File: src/rtl/wb_uart.sv
// Wishbone B3 slave UART: 8N1 transmitter fed by a small TX FIFO, receiver with a
// one-byte holding register, programmable bit period and a level interrupt.
module wb_uart #(
    parameter logic [15:0] DIV_RST    = 16'd650,
    parameter int          FIFO_DEPTH = 8
) (
    input  logic        wb_clk_i,
    input  logic        wb_rst_i,
    input  logic        wb_cyc_i,
    input  logic        wb_stb_i,
    input  logic        wb_we_i,
    input  logic [31:0] wb_adr_i,
    input  logic [3:0]  wb_sel_i,
    input  logic [31:0] wb_dat_i,
    output logic [31:0] wb_dat_o,
    output logic        wb_ack_o,
    input  logic        uart_rxd,
    output logic        uart_txd,
    output logic        uart_int_o
);
    localparam int AW = $clog2(FIFO_DEPTH);

    typedef enum logic [1:0] {ST_IDLE, ST_START, ST_DATA, ST_STOP} state_e;

    logic        ack_q, ack_d, int_q, int_d;
    logic [31:0] dat_q, dat_d;
    logic [1:0]  ctrl_q, ctrl_d;
    logic [15:0] div_q, div_d, div_eff;
    logic [7:0]  rx_byte_q, rx_byte_d;
    logic        rx_valid_q, rx_valid_d, overrun_q, overrun_d, ferr_q, ferr_d;

    logic [7:0]  fifo_q [FIFO_DEPTH];
    logic [AW:0] wr_ptr_q, wr_ptr_d, rd_ptr_q, rd_ptr_d;
    logic        fifo_empty, fifo_full, push, tx_pop, tx_empty;

    state_e      tx_state_q, tx_state_d;
    logic [15:0] tx_cnt_q, tx_cnt_d;
    logic [2:0]  tx_bit_q, tx_bit_d;
    logic [7:0]  tx_shift_q, tx_shift_d;
    logic        txd_q, txd_d, tx_tick;

    state_e      rx_state_q, rx_state_d;
    logic [2:0]  rx_sync_q, rx_sync_d;
    logic [16:0] rx_cnt_q, rx_cnt_d, rx_period;
    logic [2:0]  rx_bit_q, rx_bit_d;
    logic [7:0]  rx_shift_q, rx_shift_d;
    logic        rx_in, rx_fall, rx_tick, rx_done, rx_ferr;

    logic        ack_req, wr_en, rd_en;
    logic [1:0]  reg_sel;
    logic        unused_bits;

    assign unused_bits = ^{wb_adr_i[31:4], wb_adr_i[1:0], wb_dat_i[31:16], wb_sel_i[3:1]};

    assign ack_req = wb_cyc_i & wb_stb_i & ~ack_q;
    assign wr_en   = ack_req & wb_we_i & wb_sel_i[0];
    assign rd_en   = ack_req & ~wb_we_i;
    assign reg_sel = wb_adr_i[3:2];
    assign div_eff = (div_q == 16'd0) ? 16'd1 : div_q;

    // Extra wrap bit distinguishes full from empty when the indices match.
    assign fifo_empty = (wr_ptr_q == rd_ptr_q);
    assign fifo_full  = ((wr_ptr_q ^ rd_ptr_q) == {1'b1, {AW{1'b0}}});
    assign tx_tick    = (tx_cnt_q == 16'd0);
    assign tx_pop     = ~fifo_empty & ((tx_state_q == ST_IDLE) | ((tx_state_q == ST_STOP) & tx_tick));
    assign push       = wr_en & (reg_sel == 2'd0) & (~fifo_full | tx_pop);
    assign tx_empty   = fifo_empty & (tx_state_q == ST_IDLE);
    assign wr_ptr_d   = wr_ptr_q + (AW+1)'(push);
    assign rd_ptr_d   = rd_ptr_q + (AW+1)'(tx_pop);

    // NOTE: FIFO storage has no reset; the pointers alone define which entries are valid.
    always_ff @(posedge wb_clk_i) begin
        if (push) fifo_q[wr_ptr_q[AW-1:0]] <= wb_dat_i[7:0];
    end

    // TX next state: each state holds for div_eff+1 clocks, reloading from the live divisor.
    always_comb begin
        // NOTE: every comb output gets a default first so no path can infer a latch.
        tx_state_d = tx_state_q;
        tx_cnt_d   = tx_cnt_q;
        tx_bit_d   = tx_bit_q;
        tx_shift_d = tx_shift_q;
        case (tx_state_q)
            ST_IDLE: if (tx_pop) begin
                tx_state_d = ST_START;
                tx_cnt_d   = div_eff;
                tx_shift_d = fifo_q[rd_ptr_q[AW-1:0]];
            end
            ST_START: if (tx_tick) begin
                tx_state_d = ST_DATA;
                tx_cnt_d   = div_eff;
                tx_bit_d   = 3'd0;
            end else tx_cnt_d = tx_cnt_q - 16'd1;
            ST_DATA: if (tx_tick) begin
                tx_cnt_d = div_eff;
                if (tx_bit_q == 3'd7) tx_state_d = ST_STOP;
                else begin
                    tx_bit_d   = tx_bit_q + 3'd1;
                    tx_shift_d = {1'b0, tx_shift_q[7:1]};
                end
            end else tx_cnt_d = tx_cnt_q - 16'd1;
            ST_STOP: if (tx_tick) begin
                tx_state_d = tx_pop ? ST_START : ST_IDLE;
                tx_cnt_d   = div_eff;
                if (tx_pop) tx_shift_d = fifo_q[rd_ptr_q[AW-1:0]];
            end else tx_cnt_d = tx_cnt_q - 16'd1;
            default: tx_state_d = ST_IDLE;
        endcase
    end

    always_comb begin
        case (tx_state_d)
            ST_START: txd_d = 1'b0;
            ST_DATA:  txd_d = tx_shift_d[0];
            default:  txd_d = 1'b1;
        endcase
    end

    // RX: two synchroniser stages plus one history flop for edge detection.
    assign rx_sync_d = {rx_sync_q[1:0], uart_rxd};
    assign rx_in     = rx_sync_q[1];
    assign rx_fall   = rx_sync_q[2] & ~rx_sync_q[1];
    assign rx_period = {1'b0, div_eff} + 17'd1;
    assign rx_tick   = (rx_cnt_q == 17'd1);

    always_comb begin
        rx_state_d = rx_state_q;
        rx_cnt_d   = rx_cnt_q;
        rx_bit_d   = rx_bit_q;
        rx_shift_d = rx_shift_q;
        case (rx_state_q)
            ST_IDLE: if (rx_fall) begin
                rx_state_d = ST_START;
                rx_cnt_d   = rx_period >> 1;
            end
            ST_START: if (rx_tick) begin
                rx_state_d = rx_in ? ST_IDLE : ST_DATA;
                rx_cnt_d   = rx_period;
                rx_bit_d   = 3'd0;
            end else rx_cnt_d = rx_cnt_q - 17'd1;
            ST_DATA: if (rx_tick) begin
                rx_shift_d = {rx_in, rx_shift_q[7:1]};
                rx_cnt_d   = rx_period;
                rx_bit_d   = rx_bit_q + 3'd1;
                if (rx_bit_q == 3'd7) rx_state_d = ST_STOP;
            end else rx_cnt_d = rx_cnt_q - 17'd1;
            ST_STOP: if (rx_tick) rx_state_d = ST_IDLE;
                     else rx_cnt_d = rx_cnt_q - 17'd1;
            default: rx_state_d = ST_IDLE;
        endcase
    end

    always_comb begin
        rx_done = 1'b0;
        rx_ferr = 1'b0;
        if (rx_state_q == ST_STOP && rx_tick) begin
            rx_done = rx_in;
            rx_ferr = ~rx_in;
        end
    end

    // Register file and status flags; set events take priority over read-clears.
    always_comb begin
        ctrl_d     = ctrl_q;
        div_d      = div_q;
        rx_byte_d  = rx_byte_q;
        rx_valid_d = rx_valid_q;
        overrun_d  = overrun_q;
        ferr_d     = ferr_q;
        dat_d      = '0;
        if (rd_en) begin
            case (reg_sel)
                2'd0: begin
                    dat_d      = {24'b0, rx_byte_q};
                    rx_valid_d = 1'b0;
                end
                2'd1: begin
                    dat_d     = {27'b0, ferr_q, overrun_q, tx_empty, fifo_full, rx_valid_q};
                    overrun_d = 1'b0;
                    ferr_d    = 1'b0;
                end
                2'd2:    dat_d = {30'b0, ctrl_q};
                default: dat_d = {16'b0, div_q};
            endcase
        end
        if (wr_en && reg_sel == 2'd2) ctrl_d = wb_dat_i[1:0];
        if (wr_en && reg_sel == 2'd3) div_d  = wb_dat_i[15:0];
        if (rx_done) begin
            rx_byte_d  = rx_shift_q;
            rx_valid_d = 1'b1;
            if (rx_valid_q && !(rd_en && reg_sel == 2'd0)) overrun_d = 1'b1;
        end
        if (rx_ferr) ferr_d = 1'b1;
        ack_d = ack_req;
        int_d = (ctrl_q[0] & rx_valid_q) | (ctrl_q[1] & tx_empty) | overrun_q | ferr_q;
    end

    // NOTE: sequential state uses non-blocking assignments so all flops update together.
    always_ff @(posedge wb_clk_i) begin
        if (wb_rst_i) begin
            ack_q      <= 1'b0;
            dat_q      <= '0;
            int_q      <= 1'b0;
            ctrl_q     <= '0;
            div_q      <= DIV_RST;
            rx_byte_q  <= '0;
            rx_valid_q <= 1'b0;
            overrun_q  <= 1'b0;
            ferr_q     <= 1'b0;
            wr_ptr_q   <= '0;
            rd_ptr_q   <= '0;
            tx_state_q <= ST_IDLE;
            tx_cnt_q   <= '0;
            tx_bit_q   <= '0;
            tx_shift_q <= '0;
            txd_q      <= 1'b1;
            rx_state_q <= ST_IDLE;
            rx_sync_q  <= 3'b111;
            rx_cnt_q   <= '0;
            rx_bit_q   <= '0;
            rx_shift_q <= '0;
        end else begin
            ack_q      <= ack_d;
            dat_q      <= dat_d;
            int_q      <= int_d;
            ctrl_q     <= ctrl_d;
            div_q      <= div_d;
            rx_byte_q  <= rx_byte_d;
            rx_valid_q <= rx_valid_d;
            overrun_q  <= overrun_d;
            ferr_q     <= ferr_d;
            wr_ptr_q   <= wr_ptr_d;
            rd_ptr_q   <= rd_ptr_d;
            tx_state_q <= tx_state_d;
            tx_cnt_q   <= tx_cnt_d;
            tx_bit_q   <= tx_bit_d;
            tx_shift_q <= tx_shift_d;
            txd_q      <= txd_d;
            rx_state_q <= rx_state_d;
            rx_sync_q  <= rx_sync_d;
            rx_cnt_q   <= rx_cnt_d;
            rx_bit_q   <= rx_bit_d;
            rx_shift_q <= rx_shift_d;
        end
    end

    assign wb_ack_o   = ack_q;
    assign wb_dat_o   = dat_q;
    assign uart_txd   = txd_q;
    assign uart_int_o = int_q;
endmodule

File: config.mk
export PLATFORM = sky130hd
export DESIGN_NAME = wb_uart
export DESIGN_NICKNAME = d
export VERILOG_FILES = /design/src/rtl/wb_uart.sv
export SDC_FILE = /design/constraint.sdc
export NUM_CORES = 1
export LEC_CHECK = 0
export BUFFER_PORTS_ARGS = -buffer_cell sky130_fd_sc_hd__buf_2
export CORE_ASPECT_RATIO = 1.25
export CORE_MARGIN = 5
export CORE_UTILIZATION = 45
export DETAILED_ROUTE_END_ITERATION = 7
export PLACE_DENSITY = 0.78
export SLEW_MARGIN = 5
export SYNTH_ARGS = -nofsm -noshare
export SYNTH_HDL_FRONTEND = slang
export SYNTH_SLANG_ARGS = --single-unit
File: constraint.sdc
create_clock -name wb_clk_i -period 2.9 [get_ports wb_clk_i]
set_input_delay 0.87 -clock wb_clk_i [delete_from_list [all_inputs] [get_ports wb_clk_i]]
set_output_delay 0.87 -clock wb_clk_i [all_outputs]
set_load 0.05 [all_outputs]
==> flow_metrics.tcl, run 1 <==
set metrics [dict create \
    powerDensity_nw_per_um2 810.8 \
    syn_to_final_growth_pct 11.84 \
    dr.pass1.iters 6 \
    use_met1_pct 22.05 \
    yosysWarnings 0 \
    cts_max_path_buffers 2 \
    dp_hpwl_um 14210 \
    holdCritStartpoint "rx_sync_q[0]$_SDFF_PP1_" \
    die-area_um2 22530 \
    tightest_slew_ns 1.066 \
    postSynthCellCount 883 \
    cp_num_buf_inv 1 \
    crit_family "simple AND/OR/NAND/NOR gates" \
    grt_busiest_layer "met2" \
    setup_tns_ns 0 \
    finClkSkew_ns 0.01252 \
    grtUsageMet2_pct 32.06 \
    cp-start-kind "flip-flop" \
    grt_usage_pct 18.35 \
    rsz0062_at_grt "false" \
    h-tree-depth 4 \
    cap_violations 0 \
    grt_pass1_wl_um 33380 \
    grt.overflow.total 0 \
    routed_wl_um 20600 \
    yosys_register_bits 182 \
    drive_gt1_share_pct 17.55 \
    max-vdd-ir-drop_mv 0.5788 \
    setup_viol 0 \
    cts-root-buf "clkbuf_16" \
    synth.most_common_cell "nand2_1" \
    holdPathEnd "rx_sync_q[1]$_SDFF_PP1_" \
    dp_slack_ns 0.1443 \
    yosysSeqAreaShare_pct 48.54 \
    portBuffers 43 \
    rr_worst_depth 8 \
    start_util_pct 45.50 \
    post-cts-setup-buffers 0 \
    ff_latch_area_um2 4284 \
    critPathMaxFanout 8 \
    fillCellCount 1751 \
    crit_chain "inv_1 -> ha_1 -> or3b_4 -> nor4_4 -> nand4_1 -> a211oi_2 -> and2b_1 -> and3b_1" \
    synth_edf_count 64 \
    ys_types 88 \
    relSlewSlack_pct 28.96 \
    nets 1006 \
    row_count 57 \
    antenna_found_initial 0 \
    place_congestion 0.8259 \
    fin_hold_ws_ns 0.4152 \
    vias 6839 \
    grt_max_degree 47 \
    status "finished, final reports clean" \
    insertion_delay_ns 0.44 \
    synth_area_um2 8826 \
    cts_tree "yes" \
    fin_util_pct 50.88 \
    finalWorstSetupSlack_ns 0.1546 \
    reg2reg_slack_ns 0.15 \
    max_stage_delay_ns 0.43 \
    yosysTopAreaCellShare_pct 26.76 \
    met3_usage_pct 3.893 \
    synth_top_cell_by_area "dfxtp_1" \
    cts_buffers 17 \
    synth.avg_cell_area_um2 9.995 \
    die_x_um 135.3 \
    timing.rr.start "tx_cnt_q[0]$_SDFFE_PP0P_" \
    drc_errors 0 \
    fp.dieH_um 166.6 \
    drt-wirelength-per-cell_um 17.25 \
    whs_path_depth 1 \
    antennaDiodeCount 0 \
    multi_input_area_um2 4139 \
    hold_path_class "reg -> reg" \
    clkTransAtPathRegs_ns 0.07 \
    core_area_um2 19400 \
    worstPathRequired_ns 2.99 \
    criticalPathCategory "reg -> reg" \
    cts_sinks 182 \
    end_kind "flip-flop" \
    hold_violations 0 \
    synthTopCellsByCount "nand2_1 (123), dfxtp_1 (118), a21oi_1 (65), edfxtp_1 (64), nor2_1 (61)" \
    final_antenna_net_count 0 \
    async_reset_ff_share_pct 0 \
    vias_per_cell 5.728 \
    finalMaxSlewViolations 0 \
    min_period_over_period_pct 94.67 \
    pin_count 109 \
    r2r-end "fifo_q[2][3]$_DFFE_PP_" \
    first_iter_violations 521 \
    grt_pass1_vias 6617 \
    cpMaxStageDelayCell "or3b_4" \
    min_period_ns 2.745 \
    leakagePower_nw 3.535 \
    ys.flop_type "dfxtp_1" \
    netlist_top_cells_area "dfxtp_1 (27%), edfxtp_1 (22%), nand2_1 (5.2%), mux4_2 (4.6%), a21oi_1 (3.7%)" \
    arrival_ns 2.83 \
    power_w 0.008003 \
    fmax_ghz 0.3642 \
]
==> through the flow <==
step | cells | cell area [um^2]
CTS | 1194 | 9864
global placement | 1162 | 9275
detailed placement | 1162 | 9275
finish | 1194 | 9871
floorplan | 898 | 8882
global route | 1194 | 9871
==> registers in the layout, indices dropped and copies added (netlist names), 2 cells and up, named ones only <==
name        cells
tx_cnt_q       16
tx_bit_q        3
rd_ptr_q        4
div_q          16
wr_ptr_q        4
rx_shift_q      8
tx_shift_q      8
tx_state_q      2
wb_dat_o       16
rx_sync_q       3
rx_bit_q        3
fifo_q         64
rx_byte_q       8
rx_cnt_q       17
ctrl_q          2
==> final cells by class <==
| cell class | instances | area share (%) |
|---|---|---|
| inverters | 19 | 0.7225 |
| well taps | 265 | 3.359 |
| clock inverters | 13 | 1.584 |
| flip-flops and latches | 182 | 43.40 |
| repair buffers | 75 | 4.614 |
| clock buffers | 19 | 4.386 |
| multi-input cells | 621 | 41.93 |
==> worst max-delay path by stage <==
stage                             start                     end  slack (ns)  cells after the start
5_1_grt        tx_cnt_q[0]$_SDFFE_PP0P_  fifo_q[2][3]$_DFFE_PP_        0.01                      8
6_report       tx_cnt_q[0]$_SDFFE_PP0P_  fifo_q[2][3]$_DFFE_PP_        0.15                      8
4_1_cts        tx_cnt_q[0]$_SDFFE_PP0P_  fifo_q[1][7]$_DFFE_PP_        0.10                      8
3_5_place_dp   tx_cnt_q[0]$_SDFFE_PP0P_  fifo_q[1][2]$_DFFE_PP_        0.14                      8
2_1_floorplan  tx_cnt_q[0]$_SDFFE_PP0P_  fifo_q[6][0]$_DFFE_PP_        0.05                      8
3_3_place_gp   tx_cnt_q[0]$_SDFFE_PP0P_  fifo_q[1][2]$_DFFE_PP_        0.23                      8
==> layout by cell type (no fill, tap or decap), drive strengths merged, types with 6 or more instances in the layout <==
cell,n
a211oi,6
a21o,10
a21oi,65
a221o,7
a22o,8
a22oi,9
a31oi,11
and2,16
and3,8
buf,75
clkbuf,19
conb,16
dfxtp,118
edfxtp,64
ha,16
inv,25
mux2,8
mux2i,9
mux4,18
nand2,123
nand3,26
nand4,11
nor2,64
nor2b,10
nor3,21
nor3b,6
nor4,17
o211ai,7
o21ai,29
o31ai,6
xnor2,20
xor2,10
==> worst register-to-register path, cell delays in order (launching register included) <==
cell and delay, ns:
dfxtp_1 0.34, inv_1 0.09, ha_1 0.18, or3b_4 0.43
nor4_4 0.16, nand4_1 0.21, a211oi_2 0.36, and2b_1 0.20
and3b_1 0.42
==> cell families (layout without fill, tap and decap cells) <==
group,count (synthesis),count (layout),share of synthesized area [%]
mux,35,35,6.635
flops,182,182,48.54
compound gates,195,195,15.14
other cells,1,16,0.04249
buf+inv,95,126,5.274
simple gates,329,329,19.12
xor+xnor,30,30,2.977
fa+ha+maj,16,16,2.268
==> what timing repair did <==
action | in CTS | in global routing
setup endpoints to repair | 0 | 16
hold buffers | 0 | 0
gates resized for setup | 0 | 2
hold endpoints to repair | 0 | 0
==> metal layers <==
metal,wire (um),share of wire [%]
met5,0,0
met4,555,2.7
met3,1007,4.9
met2,10600,51
met1,8433,41
==> report_power, final <==
group | switching [W] | internal, W
Combinational | 0.00165 | 0.00105
Clock | 0.00108 | 0.00123
Sequential | 0.000203 | 0.00279
Note: power is estimated with default switching activity, not from simulation.
==> inputs of run 2 (changes only) <==
--- a/config.mk
+++ b/config.mk
@@ -10,7 +10,8 @@
 export CORE_MARGIN = 5
 export CORE_UTILIZATION = 45
 export DETAILED_ROUTE_END_ITERATION = 7
-export PLACE_DENSITY = 0.78
+export PLACE_DENSITY_LB_ADDON = 0.08
+export SKIP_CTS_REPAIR_TIMING = 1
 export SLEW_MARGIN = 5
 export SYNTH_ARGS = -nofsm -noshare
 export SYNTH_HDL_FRONTEND = slang
==> run 2 against run 1 <==
  * Die area did not move
  * Via count fell by 0.51%
  * Global-route usage rose by 2.0 points
  * Critical path depth rose by 2
  * Clock skew fell by 0.0014 ns
  * Sequential power barely moved
  * Clock-buffer cell count did not move
  * Highest routed layer unchanged
  * Final area rose by 0.22%
  * Cell count did not move
  * Clock power barely moved
==> flow_metrics.tcl, run 2 (synthesized netlist as in run 1, its figures left out) <==
set metrics [dict create \
    powerDensity_nw_per_um2 809.5 \
    drt-wirelength-per-cell_um 18.71 \
    p_int_w 0.005071 \
    clkPwrFrac_pct 28.4 \
    grt_usage_pct 20.37 \
    cpMostUsedCell "ha_1" \
    mostFrequentLayoutCell "nand2_1" \
    drive_gt1_share_pct 17.55 \
    fin_util_pct 50.99 \
    status "finished, final reports clean" \
    antenna_found_initial 0 \
    die_x_um 135.3 \
    cap_violations 0 \
    row_count 57 \
    cts_tree "yes" \
    nets 1006 \
    cp-start-kind "flip-flop" \
    antennaDiodeCount 0 \
    arrival_ns 3.03 \
    tightest_slew_ns 1.057 \
    insertion_delay_ns 0.43 \
    min_period_over_period_pct 94.28 \
    vias 6804 \
    crit_family "simple AND/OR/NAND/NOR gates" \
    hold_path_class "reg -> reg" \
    clkTransAtPathRegs_ns 0.07 \
    finalWorstSetupSlack_ns 0.1657 \
    dp_slack_ns 0.09876 \
    cts_max_path_buffers 2 \
    grt_max_degree 53 \
    setup_viol 0 \
    rr_worst_depth 10 \
    finalMaxSlewViolations 0 \
    final_antenna_net_count 0 \
    critPathMaxFanout 5 \
    power_frac_comb_pct 34.2 \
    fmax_ghz 0.3657 \
    end_kind "flip-flop" \
    cts_buffers 17 \
    hold_violations 0 \
    crit_chain "inv_1 -> ha_1 -> or3b_4 -> or4_4 -> o31ai_4 -> nand3_4 -> inv_1 -> ha_1 -> ha_1 -> nor2b_1" \
    seqPwrFrac_pct 37.4 \
    min_period_ns 2.734 \
    grt_pass1_wl_um 36340 \
    setup_tns_ns 0 \
    portBuffers 43 \
    fillCellCount 1804 \
    dp_hpwl_um 16000 \
    cp_num_buf_inv 2 \
    first_iter_violations 478 \
    switching_share_pct 36.67 \
    drc_errors 0 \
    place_congestion 0.8584 \
    cts_sinks 182 \
    start_util_pct 45.50 \
    h-tree-depth 4 \
    whs_path_depth 1 \
    relSlewSlack_pct 29.56 \
    dr.pass1.iters 5 \
    syn_to_final_growth_pct 12.08 \
    cpMaxStageDelayCell "or4_4" \
    cp.depth 10 \
    vias_per_cell 5.698 \
    leakagePower_nw 3.552 \
    die-area_um2 22530 \
    pin_count 109 \
    routed_wl_um 22340 \
    fp.dieH_um 166.6 \
    grt_pass1_vias 6778 \
    fin_hold_ws_ns 0.4280 \
    worstPathRequired_ns 3.19 \
    cts-root-buf "clkbuf_16" \
    p_switching_w 0.002936 \
    largest_reg_flops 64 \
    criticalPathCategory "reg -> reg" \
    core_area_um2 19400 \
    max-vdd-ir-drop_mv 0.4038 \
    max_stage_delay_ns 0.48 \
    grt.overflow.total 0 \
    finClkSkew_ns 0.01110 \
    rsz0062_at_grt "true" \
    final_cell_mix "nand2_1 (123), dfxtp_1 (118), a21oi_1 (65), edfxtp_1 (64), nor2_1 (61)" \
]
[run 2: stage by stage]
| stage | area [um^2] | power [W] | cells |
|---|---|---|---|
| floorplan | 8882 | 0.005181 | 898 |
| global placement | 9300 | 0.005704 | 1162 |
| detailed placement | 9300 | 0.005768 | 1162 |
| CTS | 9884 | 0.008059 | 1194 |
| global route | 9892 | 0.008507 | 1194 |
| finish | 9892 | 0.008007 | 1194 |
[run 2: power groups by stage]
stage	Combinational (W)	Clock, W	Sequential, W
after floorplan	0.00221	0	0.00297
after global routing	0.00304	0.00245	0.00302
after detailed placement	0.00272	0	0.00305
after global placement	0.00267	0	0.00304
after CTS	0.00274	0.00233	0.00299
final	0.00274	0.00228	0.00299
[run 2: cell type report]
cell class | count | area [um^2] | area share, %
Clock inverter | 13 | 108.9 | 1.100
Inverter | 19 | 71.32 | 0.7210
Sequential cell | 182 | 4284 | 43.31
Tap cell | 265 | 331.6 | 3.352
Clock buffer | 19 | 475.5 | 4.806
Multi-Input combinational cell | 621 | 4140 | 41.85
Timing Repair Buffer | 75 | 480.5 | 4.857
[run 2: worst paths after layout]
check / slack, ns / startpoint / end
setup / recovery: 0.17 / tx_cnt_q[0]$_SDFFE_PP0P_ / rd_ptr_q[1]$_SDFF_PP0_
hold / removal: 0.43 / rx_sync_q[0]$_SDFF_PP1_ / rx_sync_q[1]$_SDFF_PP1_
setup reg to reg: 0.17 / tx_cnt_q[0]$_SDFFE_PP0P_ / rd_ptr_q[1]$_SDFF_PP0_
hold reg to reg: 0.43 / rx_sync_q[0]$_SDFF_PP1_ / rx_sync_q[1]$_SDFF_PP1_
[run 2: layer usage]
metal	global-route usage (%)	up-vias	share of wire, %
li1	-	3257	-
met1	24.67	3337	41
met2	36.18	181	53
met3	3.500	29	4.2
met4	7.190	0	2.2
met5	0	-	0
==> inputs of run 3 (changes only) <==
--- a/config.mk
+++ b/config.mk
@@ -8,7 +8,7 @@
 export BUFFER_PORTS_ARGS = -buffer_cell sky130_fd_sc_hd__buf_2
 export CORE_ASPECT_RATIO = 1.25
 export CORE_MARGIN = 5
-export CORE_UTILIZATION = 45
+export CORE_UTILIZATION = 40
 export DETAILED_ROUTE_END_ITERATION = 7
 export PLACE_DENSITY_LB_ADDON = 0.08
 export SKIP_CTS_REPAIR_TIMING = 1
==> constraint.sdc (replaced) <==
create_clock -name wb_clk_i -period 2.8 [get_ports wb_clk_i]
set_input_delay 0.84 -clock wb_clk_i [delete_from_list [all_inputs] [get_ports wb_clk_i]]
set_output_delay 0.84 -clock wb_clk_i [all_outputs]
set_load 0.05 [all_outputs]
==> run 3 against run 2 <==
  * Clock power increased by 6%
  * Hold slack got worse by 0.013 ns
  * Global-route usage decreased by 2.2 points
  * Utilization decreased by 4.7 points
  * Largest power group unchanged
  * Via count decreased by 0.22%
  * Critical path depth unchanged
==> flow_metrics.tcl, run 3 (synthesized netlist as in run 1, its figures left out) <==
set metrics [dict create \
    powerDensity_nw_per_um2 837.2 \
    cts_max_path_buffers 2 \
    nets 1019 \
    setup_tns_ns 0 \
    tightest_slew_ns 1.074 \
    cts_tree "yes" \
    cp-start-kind "flip-flop" \
    clkTransAtPathRegs_ns 0.08 \
    fin_hold_ws_ns 0.4148 \
    place_congestion 0.8198 \
    cts-root-buf "clkbuf_16" \
    leakagePower_nw 3.624 \
    core_area_um2 21620 \
    max-vdd-ir-drop_mv 0.4349 \
    met3_usage_pct 3.305 \
    cts_sinks 182 \
    arrival_ns 2.93 \
    first_iter_violations 397 \
    drt-wirelength-per-cell_um 18.38 \
    vias 6789 \
    pin_count 109 \
    hold_path_class "reg -> reg" \
    insertion_delay_ns 0.43 \
    fp.dieH_um 176.1 \
    end_kind "flip-flop" \
    grt_usage_pct 18.20 \
    mostFrequentLayoutCell "nand2_1" \
    min_period_ns 2.630 \
    min_period_over_period_pct 93.94 \
    largest_reg_flops 64 \
    routed_wl_um 22440 \
    drive_gt1_share_pct 18.90 \
    portBuffers 43 \
    grt_busiest_layer "met2" \
    crit_path_start "tx_cnt_q[0]$_SDFFE_PP0P_" \
    drc_errors 0 \
    grt_pass1_vias 6907 \
    finalMaxSlewViolations 0 \
    grt.overflow.total 0 \
    final_cell_mix "nand2_1 (123), dfxtp_1 (118), a21oi_1 (65), edfxtp_1 (64), nor2_1 (61)" \
    h-tree-depth 4 \
    dp_hpwl_um 16050 \
    worstPathRequired_ns 3.10 \
    antennaDiodeCount 0 \
    setup_viol 0 \
    grt_max_degree 87 \
    timing.rr.start "tx_cnt_q[0]$_SDFFE_PP0P_" \
    vias_per_cell 5.560 \
    relSlewSlack_pct 28.40 \
    fmax_ghz 0.3802 \
    grt_pass1_wl_um 36300 \
    use_met1_pct 21.72 \
    start_util_pct 40.82 \
    grtUsageMet2_pct 32.60 \
    cap_violations 0 \
    die-area_um2 25150 \
    holdCritStartpoint "rx_sync_q[0]$_SDFF_PP1_" \
    antenna_found_initial 0 \
    cts_buffers 17 \
    critPathMaxFanout 5 \
    hold_violations 0 \
    dr.pass1.iters 5 \
    syn_to_final_growth_pct 13.45 \
    die_x_um 142.9 \
    final_antenna_net_count 0 \
    finClkSkew_ns 0.01401 \
    status "finished, final reports clean" \
    criticalPathCategory "reg -> reg" \
    row_count 60 \
]
## run 3: cell count changes in the layout (fill, tap and decap cells not counted), sizes merged
cell and change:
clkbuf -1, buf +13, inv +3, bufinv +1, clkinv -3
## run 3: final cells by class
class                           instances  area, um^2
Timing Repair Buffer                   88       565.5
Fill cell                            2082       11610
Tap cell                              279       349.1
Clock inverter                         14       166.4
Inverter                               19       71.32
Sequential cell                       182        4284
Multi-Input combinational cell        621        4148
Clock buffer                           18       429.2
## run 3: stage by stage
step | util [%] | std cells | power [W] | instance area (um^2) | worst slack (ns)
after detailed placement | 43.50 | 1188 | 0.006033 | 9405 | 0.05270
after CTS | 46.26 | 1220 | 0.008466 | 10000 | 0.04424
after global routing | 46.31 | 1221 | 0.008941 | 10010 | -0.0004456
after floorplan | - | 898 | 0.005366 | 8892 | 0.02069
final | 46.31 | 1221 | 0.008384 | 10010 | 0.1698
after global placement | 43.50 | 1188 | 0.005950 | 9405 | 0.03728
## run 3: routing by layer
metal,vias up,share of wire [%]
met1,3338,41
met2,139,53
li1,3285,-
met5,-,0
met3,27,3.4
met4,0,2.2
## run 3: final timing paths
kind,endpoint,slack (ns),cells past startpoint
worst max-delay path,rd_ptr_q[1]$_SDFF_PP0_,0.17,10
worst min-delay path,rx_sync_q[1]$_SDFF_PP1_,0.41,1
worst max register to register,rd_ptr_q[1]$_SDFF_PP0_,0.17,10
worst min register to register,rx_sync_q[1]$_SDFF_PP1_,0.41,1
## run 3: where the power goes
part	internal [W]	switching [W]
Sequential	0.00289	0.000203
Clock	0.00128	0.00112
Combinational	0.00112	0.00177
Total	0.00529	0.00309
## run 3: critical path: stages (launching register included)
cell	delay, ns
dfxtp_1	0.34
inv_1	0.08
ha_1	0.17
or3b_4	0.43
or4_4	0.48
o31ai_4	0.28
nand3_4	0.14
inv_1	0.08
ha_1	0.16
ha_1	0.23
nor2b_1	0.13
